[src/rtl/bus_map_if.sv]
// CPU-side handshake bundle between the c86 core (master) and bus_map (slave).
// cpu_ce is the one-cycle completion pulse; cpu_i holds the last read data.
interface bus_map_if #(
  parameter int AW = 20,
  parameter int DW = 8
);
  logic          cpu_req;
  logic [AW-1:0] cpu_a;
  logic [DW-1:0] cpu_o;
  logic          cpu_w;
  logic          cpu_ce;
  logic [DW-1:0] cpu_i;

  modport master (
    output cpu_req, cpu_a, cpu_o, cpu_w,
    input  cpu_ce, cpu_i
  );

  modport slave (
    input  cpu_req, cpu_a, cpu_o, cpu_w,
    output cpu_ce, cpu_i
  );
endinterface

[src/rtl/bus_map.sv]
// CPU-to-memory bus controller: base/mask region decode, per-region wait states, one-shot
// write strobes and registered read data. Define BUS_ERR_EN to enable unmapped-access logging.
module bus_map #(
  parameter int                 AW       = 20,
  parameter int                 DW       = 8,
  parameter int                 NREG     = 4,
  parameter logic [NREG*AW-1:0] REG_BASE = {20'hFF800, 20'hB8000, 20'h08000, 20'h00000},
  parameter logic [NREG*AW-1:0] REG_MASK = {20'hFF800, 20'hFE000, 20'hFF000, 20'hF8000},
  parameter logic [NREG*4-1:0]  REG_WAIT = {4'd1, 4'd0, 4'd0, 4'd0},
  parameter logic [DW-1:0]      FILL     = 8'hFF
) (
  input  logic               clock,
  input  logic               rst_n,
  bus_map_if.slave           cpu,
  output logic [AW-1:0]      mem_a,
  output logic [DW-1:0]      mem_d,
  output logic [NREG-1:0]    mem_we,
  input  logic [NREG*DW-1:0] mem_q,
  output logic [7:0]         err_cnt,
  output logic [AW-1:0]      err_addr
);

  localparam int SW = 3;

  typedef enum logic [1:0] {
    IDLE = 2'd0,
    ACC  = 2'd1,
    DONE = 2'd2
  } state_t;

  state_t          state_q, state_d;
  logic [3:0]      cnt_q, cnt_d;
  logic [SW-1:0]   sel_q, sel_d;
  logic            mapped_q, mapped_d;
  logic            w_q, w_d;
  logic [AW-1:0]   mem_a_q, mem_a_d;
  logic [DW-1:0]   mem_d_q, mem_d_d;
  logic [NREG-1:0] mem_we_q, mem_we_d;
  logic            cpu_ce_q, cpu_ce_d;
  logic [DW-1:0]   cpu_i_q, cpu_i_d;

  logic            hit;
  logic [SW-1:0]   hit_sel;
  logic [3:0]      hit_wait;
  logic [DW-1:0]   rd_data;

  // Scan from the top region down so the lowest matching index is the one left standing.
  always_comb begin
    hit      = 1'b0;
    hit_sel  = '0;
    hit_wait = '0;
    for (int k = NREG - 1; k >= 0; k--) begin
      if ((cpu.cpu_a & REG_MASK[k*AW +: AW]) == REG_BASE[k*AW +: AW]) begin
        hit      = 1'b1;
        hit_sel  = SW'(k);
        hit_wait = REG_WAIT[k*4 +: 4];
      end
    end
  end

  always_comb begin
    rd_data = FILL;
    for (int k = 0; k < NREG; k++) begin
      if (mapped_q && (sel_q == SW'(k))) begin
        rd_data = mem_q[k*DW +: DW];
      end
    end
  end

  always_comb begin
    state_d  = state_q;
    cnt_d    = cnt_q;
    sel_d    = sel_q;
    mapped_d = mapped_q;
    w_d      = w_q;
    mem_a_d  = mem_a_q;
    mem_d_d  = mem_d_q;
    mem_we_d = '0;
    cpu_ce_d = 1'b0;
    cpu_i_d  = cpu_i_q;

    unique case (state_q)
      IDLE: begin
        if (cpu.cpu_req) begin
          state_d  = ACC;
          mem_a_d  = cpu.cpu_a;
          mem_d_d  = cpu.cpu_o;
          w_d      = cpu.cpu_w;
          sel_d    = hit_sel;
          mapped_d = hit;
          cnt_d    = hit ? hit_wait : 4'd0;
          // Strobe is armed only on acceptance, so it is high for the first ACC cycle alone.
          for (int k = 0; k < NREG; k++) begin
            if (hit && cpu.cpu_w && (hit_sel == SW'(k))) begin
              mem_we_d[k] = 1'b1;
            end
          end
        end
      end
      ACC: begin
        if (cnt_q != 4'd0) begin
          cnt_d = cnt_q - 4'd1;
        end else begin
          state_d  = DONE;
          cpu_ce_d = 1'b1;
          if (!w_q) begin
            cpu_i_d = rd_data;
          end
        end
      end
      DONE: begin
        state_d = IDLE;
      end
      default: begin
        state_d = IDLE;
      end
    endcase
  end

  always_ff @(posedge clock or negedge rst_n) begin
    if (!rst_n) begin
      state_q  <= IDLE;
      cnt_q    <= '0;
      sel_q    <= '0;
      mapped_q <= 1'b0;
      w_q      <= 1'b0;
      mem_a_q  <= '0;
      mem_d_q  <= '0;
      mem_we_q <= '0;
      cpu_ce_q <= 1'b0;
      cpu_i_q  <= FILL;
    end else begin
      state_q  <= state_d;
      cnt_q    <= cnt_d;
      sel_q    <= sel_d;
      mapped_q <= mapped_d;
      w_q      <= w_d;
      mem_a_q  <= mem_a_d;
      mem_d_q  <= mem_d_d;
      mem_we_q <= mem_we_d;
      cpu_ce_q <= cpu_ce_d;
      cpu_i_q  <= cpu_i_d;
    end
  end

  assign cpu.cpu_ce = cpu_ce_q;
  assign cpu.cpu_i  = cpu_i_q;
  assign mem_a      = mem_a_q;
  assign mem_d      = mem_d_q;
  assign mem_we     = mem_we_q;

`ifdef BUS_ERR_EN
  logic [7:0]    err_cnt_q, err_cnt_d;
  logic [AW-1:0] err_addr_q, err_addr_d;

  // Logged at acceptance, the same edge that moves the FSM into ACC.
  always_comb begin
    err_cnt_d  = err_cnt_q;
    err_addr_d = err_addr_q;
    if ((state_q == IDLE) && cpu.cpu_req && !hit) begin
      if (err_cnt_q != 8'hFF) begin
        err_cnt_d = err_cnt_q + 8'd1;
      end
      err_addr_d = cpu.cpu_a;
    end
  end

  always_ff @(posedge clock or negedge rst_n) begin
    if (!rst_n) begin
      err_cnt_q  <= '0;
      err_addr_q <= '0;
    end else begin
      err_cnt_q  <= err_cnt_d;
      err_addr_q <= err_addr_d;
    end
  end

  assign err_cnt  = err_cnt_q;
  assign err_addr = err_addr_q;
`else
  assign err_cnt  = '0;
  assign err_addr = '0;
`endif

endmodule
[src/flat_wrapper.sv]
// flat-port wrapper written by rule: the top's interface ports become plain ports
module bus_map_flat 
#(
  parameter int                 AW       = 20,
  parameter int                 DW       = 8,
  parameter int                 NREG     = 4,
  parameter logic [NREG*AW-1:0] REG_BASE = {20'hFF800, 20'hB8000, 20'h08000, 20'h00000},
  parameter logic [NREG*AW-1:0] REG_MASK = {20'hFF800, 20'hFE000, 20'hFF000, 20'hF8000},
  parameter logic [NREG*4-1:0]  REG_WAIT = {4'd1, 4'd0, 4'd0, 4'd0},
  parameter logic [DW-1:0]      FILL     = 8'hFF
)
  (clock, rst_n, mem_a, mem_d, mem_we, mem_q, err_cnt, err_addr, cpu_cpu_req, cpu_cpu_a, cpu_cpu_o, cpu_cpu_w, cpu_cpu_ce, cpu_cpu_i);
  bus_map_if #(.AW(AW), .DW(DW)) cpu_i ();
  input  logic clock;
  input  logic rst_n;
  output logic [AW-1:0] mem_a;
  output logic [DW-1:0] mem_d;
  output logic [NREG-1:0] mem_we;
  input  logic [NREG*DW-1:0] mem_q;
  output logic [7:0] err_cnt;
  output logic [AW-1:0] err_addr;
  input wire logic [$bits(cpu_i.cpu_req)-1:0] cpu_cpu_req;
  input wire logic [$bits(cpu_i.cpu_a)-1:0] cpu_cpu_a;
  input wire logic [$bits(cpu_i.cpu_o)-1:0] cpu_cpu_o;
  input wire logic [$bits(cpu_i.cpu_w)-1:0] cpu_cpu_w;
  output wire logic [$bits(cpu_i.cpu_ce)-1:0] cpu_cpu_ce;
  output wire logic [$bits(cpu_i.cpu_i)-1:0] cpu_cpu_i;
  assign cpu_i.cpu_req = cpu_cpu_req;
  assign cpu_i.cpu_a = cpu_cpu_a;
  assign cpu_i.cpu_o = cpu_cpu_o;
  assign cpu_i.cpu_w = cpu_cpu_w;
  assign cpu_cpu_ce = cpu_i.cpu_ce;
  assign cpu_cpu_i = cpu_i.cpu_i;
  bus_map #(.AW(AW), .DW(DW), .NREG(NREG), .REG_BASE(REG_BASE), .REG_MASK(REG_MASK), .REG_WAIT(REG_WAIT), .FILL(FILL)) u_core (.clock(clock), .rst_n(rst_n), .cpu(cpu_i), .mem_a(mem_a), .mem_d(mem_d), .mem_we(mem_we), .mem_q(mem_q), .err_cnt(err_cnt), .err_addr(err_addr));
endmodule
[config.mk]
export PLATFORM = sky130hd
export DESIGN_NAME = bus_map_flat
export DESIGN_NICKNAME = d
export VERILOG_FILES = /design/src/rtl/bus_map_if.sv /design/src/rtl/bus_map.sv /design/src/flat_wrapper.sv
export SDC_FILE = /design/constraint.sdc
export NUM_CORES = 1
export LEC_CHECK = 0
export ABC_AREA = 1
export ABC_CLOCK_PERIOD_IN_PS = 1300
export CAP_MARGIN = 40
export CORE_MARGIN = 10
export CORE_UTILIZATION = 33
export CTS_CLUSTER_DIAMETER = 30
export CTS_CLUSTER_SIZE = 10
export DETAILED_ROUTE_END_ITERATION = 8
export HOLD_SLACK_MARGIN = 0.12
export PLACE_DENSITY = 0.72
export SYNTH_ARGS = -nofsm -noshare
export SYNTH_HDL_FRONTEND = slang
export SYNTH_SLANG_ARGS = --single-unit
[constraint.sdc]
create_clock -name clock -period 1.3 [get_ports clock]
set_clock_uncertainty 0.1 [all_clocks]
set_input_delay 0.195 -clock clock [delete_from_list [all_inputs] [get_ports clock]]
set_output_delay 0.195 -clock clock [all_outputs]
set_load 0.02 [all_outputs]
# Word-level counts from Yosys, hierarchy flattened
# Cells that the tools add are included.
op_classes:
  n_addsub: 1
  n_eq_ne: 13
  muxes: 31
  n_bitwise: 2
  n_reduce_logical: 19
op_table:
  columns: ["operator", "n"]
  rows:
  - ["two-way mux 4 bit", 8]
  - ["two-way mux 8 bit", 4]
  - ["logical NOT 20 bit", 1]
  - ["== test 3 x 2 -> 1 bit (second input constant)", 4]
  - ["two-way mux 1 bit", 11]
  - ["== test 9 bit (second input constant)", 1]
  - ["logical AND 1 bit", 9]
  - ["two-way mux 3 bit", 3]
  - ["== test 8 x 4 -> 1 bit (second input constant)", 1]
  - ["case mux 4 bit (2 select lines)", 1]
  - ["== test 7 bit (second input constant)", 1]
  - ["== test 3 x 1 -> 1 bit (second input constant)", 2]
  - ["logical NOT 3 bit", 2]
  - ["two-way mux 2 bit", 3]
  - ["AND reduction 3 bit", 2]
  - ["!= test 2 bit (second input constant)", 2]
  - ["case mux 2 bit (2 select lines)", 1]
  - ["AND reduction 2 bit", 2]
  - ["nonzero test 4 bit", 1]
  - ["subtractor 4 x 1 -> 4 bit (second input constant)", 1]
  - ["== test 2 x 1 -> 1 bit (second input constant)", 1]
  - ["logical NOT 2 bit", 1]
  - ["!= test 2 x 1 -> 1 bit (second input constant)", 1]
  - ["inverter 1 bit", 2]
  - ["nonzero test 2 bit", 1]
word_totals:
  regBits: 52
  in_bits: 64
  output_inout_bits: 69

# Logic depth before layout (Yosys ltp)
depth:
  ltp_word: 10
  depth_mapped: 9

# Worst setup path before layout
# OpenSTA, ideal clock, no wires.
synth_path:
  kind: "register to register"
  start: "register u_core.cnt_q[0]"
  end: "register u_core.cpu_i_q[6] (netlist: u_core.cpu.cpu_i[6])"
  t_arrival_ns: 1.262
  required_ns: 1.140
  slack_ns: -0.122
  path_stages_with_launch: 10
  n_path_buf: 1
  cell_sequence: "dfrtp_1 > inv_1 > ha_1 > nand3_2 > nor2_4 > nand2_4 > buf_6 > a21oi_1 > nand2_1 > nand2_1"
synth_via:
  elab_chain_cells: 3
synth_rtl:
  columns: ["item", "line", "text"]
  rows:
  - ["start: declaration", "bus_map.sv:32", "logic [3:0] cnt_q, cnt_d;"]
  - ["start signal: assignment", "bus_map.sv:134", "cnt_q <= cnt_d;"]
  - ["nonzero test 4 bit", "bus_map.sv:101", "if (cnt_q != 4'd0) begin"]
  - ["inverter 1 bit (no line)", null, null]
  - ["AND reduction 3 bit (no line)", null, null]
  - ["end signal: assignment", "bus_map.sv:142", "cpu_i_q <= cpu_i_d;"]
  - ["end: declaration", "bus_map.sv:40", "logic [DW-1:0] cpu_i_q, cpu_i_d;"]
# Every way passes these cells.
# A chain may end at the register's enable or synchronous reset.

# Final worst setup path
layout_path:
  start: "register u_core.cnt_q[0]"
  end: "register u_core.cpu_i_q[0] (netlist: u_core.cpu.cpu_i[0])"
# Same word-level chain as after synthesis.

==> impl_metrics.toml <==
[timing]
hold_viol_final = 0
post-route-min-period_ps = 1420
drv_slew = 0
setup_viol = 13
fmax_mhz = 704
fin_tns_setup_ps = -1140
rsz0062_at_grt = "yes"
fin_crit_sh_pct = 109
fin_ws_ps = -120

[drt]
wl_um = 8440
ant_nets = 0
drtIter0Drc = 100
first_pass_iters = 4
vias = 2580
drc = 0
wl_per_cell_um = 14.3
avgViaCountPerCell = 4.38

[place]
place_congestion = 0.899
dpl_cell_area_mm2 = 0.00390
pre_cts_ws_ps = -327
dpl.hpwl_um = 6410
portBuffers = 104

[floorplanning]
io_pins = 133
fp.dieH_um = 109
fp.coreArea_mm2 = 0.00777
num_rows = 32
die_area_mm2 = 0.0120
die_x_um = 109
start_util_pct = 34.0

[power_and_ir_drop]
p_int_uw = 4890
pwr-share-clk_pct = 13.7
p_per_area_mw_per_mm2 = 1960
pwr-share-comb_pct = 53.5
switching_share_pct = 41.3
peakVddDrop_mv = 1.13
power_switching_uw = 3430
p_leak_uw = 0.00221
power_frac_seq_pct = 32.7

[logic_synthesis]
yosysUniqueCellTypes = 28
ys_warn_count = 0
ys.flop_type = "dfrtp_1"
netlist_area_mm2 = 0.00264
synth_edf_count = 0
ys_seq_area_share_pct = 48.7
async_reset_ff_share_pct = 100
ys_seq_elements = 51
synthCells = 340
avgSynthCellArea_um2 = 7.77

[finish]
fill_cells = 707
finalInstanceArea_mm2 = 0.00425
layout-drive-gt1-share_pct = 27.6
num-nets-final = 550
post-route-util_pct = 54.8
regArea_mm2 = 0.00129
area_delta_synth_final_pct = 61.1
multi_input_area_mm2 = 0.00118

[critical_path]
crit_arrival_ps = 1560
start_kind = "flip-flop"
path_delay_family = "simple AND/OR/NAND/NOR gates"
cp_cell_sequence = "inv_2 -> ha_4 -> nand3_4 -> nor2_4 -> nand2_8 -> a21oi_1 -> nand2_1 -> nand2_1"
path_buf_inv = 1
cpMaxStageDelayCell = "dfrtp_1"
end_kind = "flip-flop"
critical-path-max-stage-delay_ps = 400
criticalPathCategory = "flip-flop to flip-flop"
critPathMaxFanout = 15
crit_required_ps = 1440
path_common_cell = "nand2_1"

[global_route]
grt_pass1_wl_um = 12700
grt_use_total_pct = 13.2
grt_pass1_vias = 2534
grt_max_degree = 31
overflow = 0
antenna_found_initial = 1

[run_status]
violations = "negative setup slack"
outcome = "finished with violations"

[clock_network]
root_buffer = "clkbuf_8"
cts_tree = "done"
htreeDepth = 2
cts_max_path_buffers = 2
clock_sinks = 51
insertion_delay_ps = 300
clk_pin_slew_worst_paths_ps = 90
cts_inserted_buffers = 5

[min_path]
hold_path_class = "input pin to asynchronous set/reset pin"

[flow_run]
maxCapViolCount = 0
per-stage QoR:
| step | hold slack [ps] | cells | power, uW |
|---|---|---|---|
| CTS | 236 | 576 | 8030 |
| floorplan | -201 | 367 | 4960 |
| finish | 221 | 589 | 8320 |
| detailed placement | 22.6 | 561 | 6910 |
| global placement | 29.7 | 561 | 6800 |
| global route | 242 | 589 | 8880 |
routing by layer:
| metal | vias up | share of wire, % | global-route usage [%] |
|---|---|---|---|
| met5 | - | 0 | 0 |
| met4 | 0 | 0.98 | 2.97 |
| met3 | 9 | 12 | 6.50 |
| met2 | 107 | 44 | 20.4 |
| met1 | 1190 | 43 | 16.2 |
| li1 | 1274 | - | - |
cell usage after synthesis (2+ instances only):
cell | number | area, um2
a211oi_1 | 3 | 22.5
a21oi_1 | 10 | 50.1
buf_2 | 2 | 10.0
buf_4 | 31 | 233
clkbuf_1 | 3 | 11.3
dfrtp_1 | 43 | 1080
dfstp_2 | 8 | 210
inv_1 | 27 | 101
inv_2 | 8 | 30.0
nand2_1 | 141 | 529
nand2_2 | 2 | 12.5
nand3_1 | 13 | 65.1
nand3_2 | 2 | 20.0
nor2_1 | 22 | 82.6
nor3_1 | 2 | 10.0
nor3_4 | 2 | 32.5
o21ai_0 | 8 | 40.0
o21ai_1 | 3 | 15.0
registers in the layout, summed over array words and instances, names as in the netlist:
signal / cells
u_core.cpu.cpu_ce: 1
u_core.mem_d: 8
u_core.mapped_q: 1
u_core.cpu.cpu_i: 8
u_core.state_q: 2
u_core.mem_a: 20
u_core.sel_q: 2
u_core.cnt_q: 4
u_core.mem_we: 4
u_core.w_q: 1
power by group through the flow:
stage	logic, uW	registers (uW)	clock network (uW)
2_1_floorplan	1560	3400	0
3_3_place_gp	4100	2700	0
3_5_place_dp	4190	2720	0
4_1_cts	4150	2700	1180
5_1_grt	4840	2800	1240
6_report	4460	2720	1140
path summary, 6_finish.rpt:
check	slack (ps)	from	cells after the start	endpoint
worst max-delay path	-120	u_core.cnt_q[0]	8	u_core.cpu.cpu_i[0]
worst min-delay path	220	rst_n	2	u_core.cpu.cpu_ce
worst max register to register	-120	u_core.cnt_q[0]	8	u_core.cpu.cpu_i[0]
worst min register to register	380	u_core.cpu.cpu_i[0]	2	u_core.cpu.cpu_i[0]
max in group asynchronous	440	rst_n	3	u_core.mem_a[2]
min in group clock	220	cpu_cpu_a[14]	4	u_core.mem_a[14]
cell usage in the layout, fill, tap and decap left out, types with 11 or more instances in the layout:
cell type          n
buf_4             31
nor2_1            16
conb_1            28
inv_1             25
nand2_1          137
clkdlybuf4s50_1   55
buf_6             11
clkdlybuf4s15_2   16
dfrtp_1           43
repair_timing:
item,CTS,global route
pin swaps,3,7
hold endpoints to repair,51,5
hold buffers,1,5
buffers inserted,6,7
endpoints found under the setup margin,56,48
resized for setup,133,58
final cells by class:
type,count,share of cell area [%]
clock inverters,2,0.824
well taps,102,3.00
inverters,35,3.09
multi-input cells,244,27.7
diodes,1,0.0588
clock buffers,6,1.94
repair buffers,148,33.1
flip-flops and latches,51,30.2
logic make-up after synthesis:
group / synth area share (%)
other: 0.142
AOI/OAI and AO/OA: 5.16
and+or+nand+nor: 30.2
DFF: 48.7
buffers and inverters: 15.0
xor gates and xnor gates: 0.332
adders and majority gates: 0.474
Power figures use the tool's default switching activity.
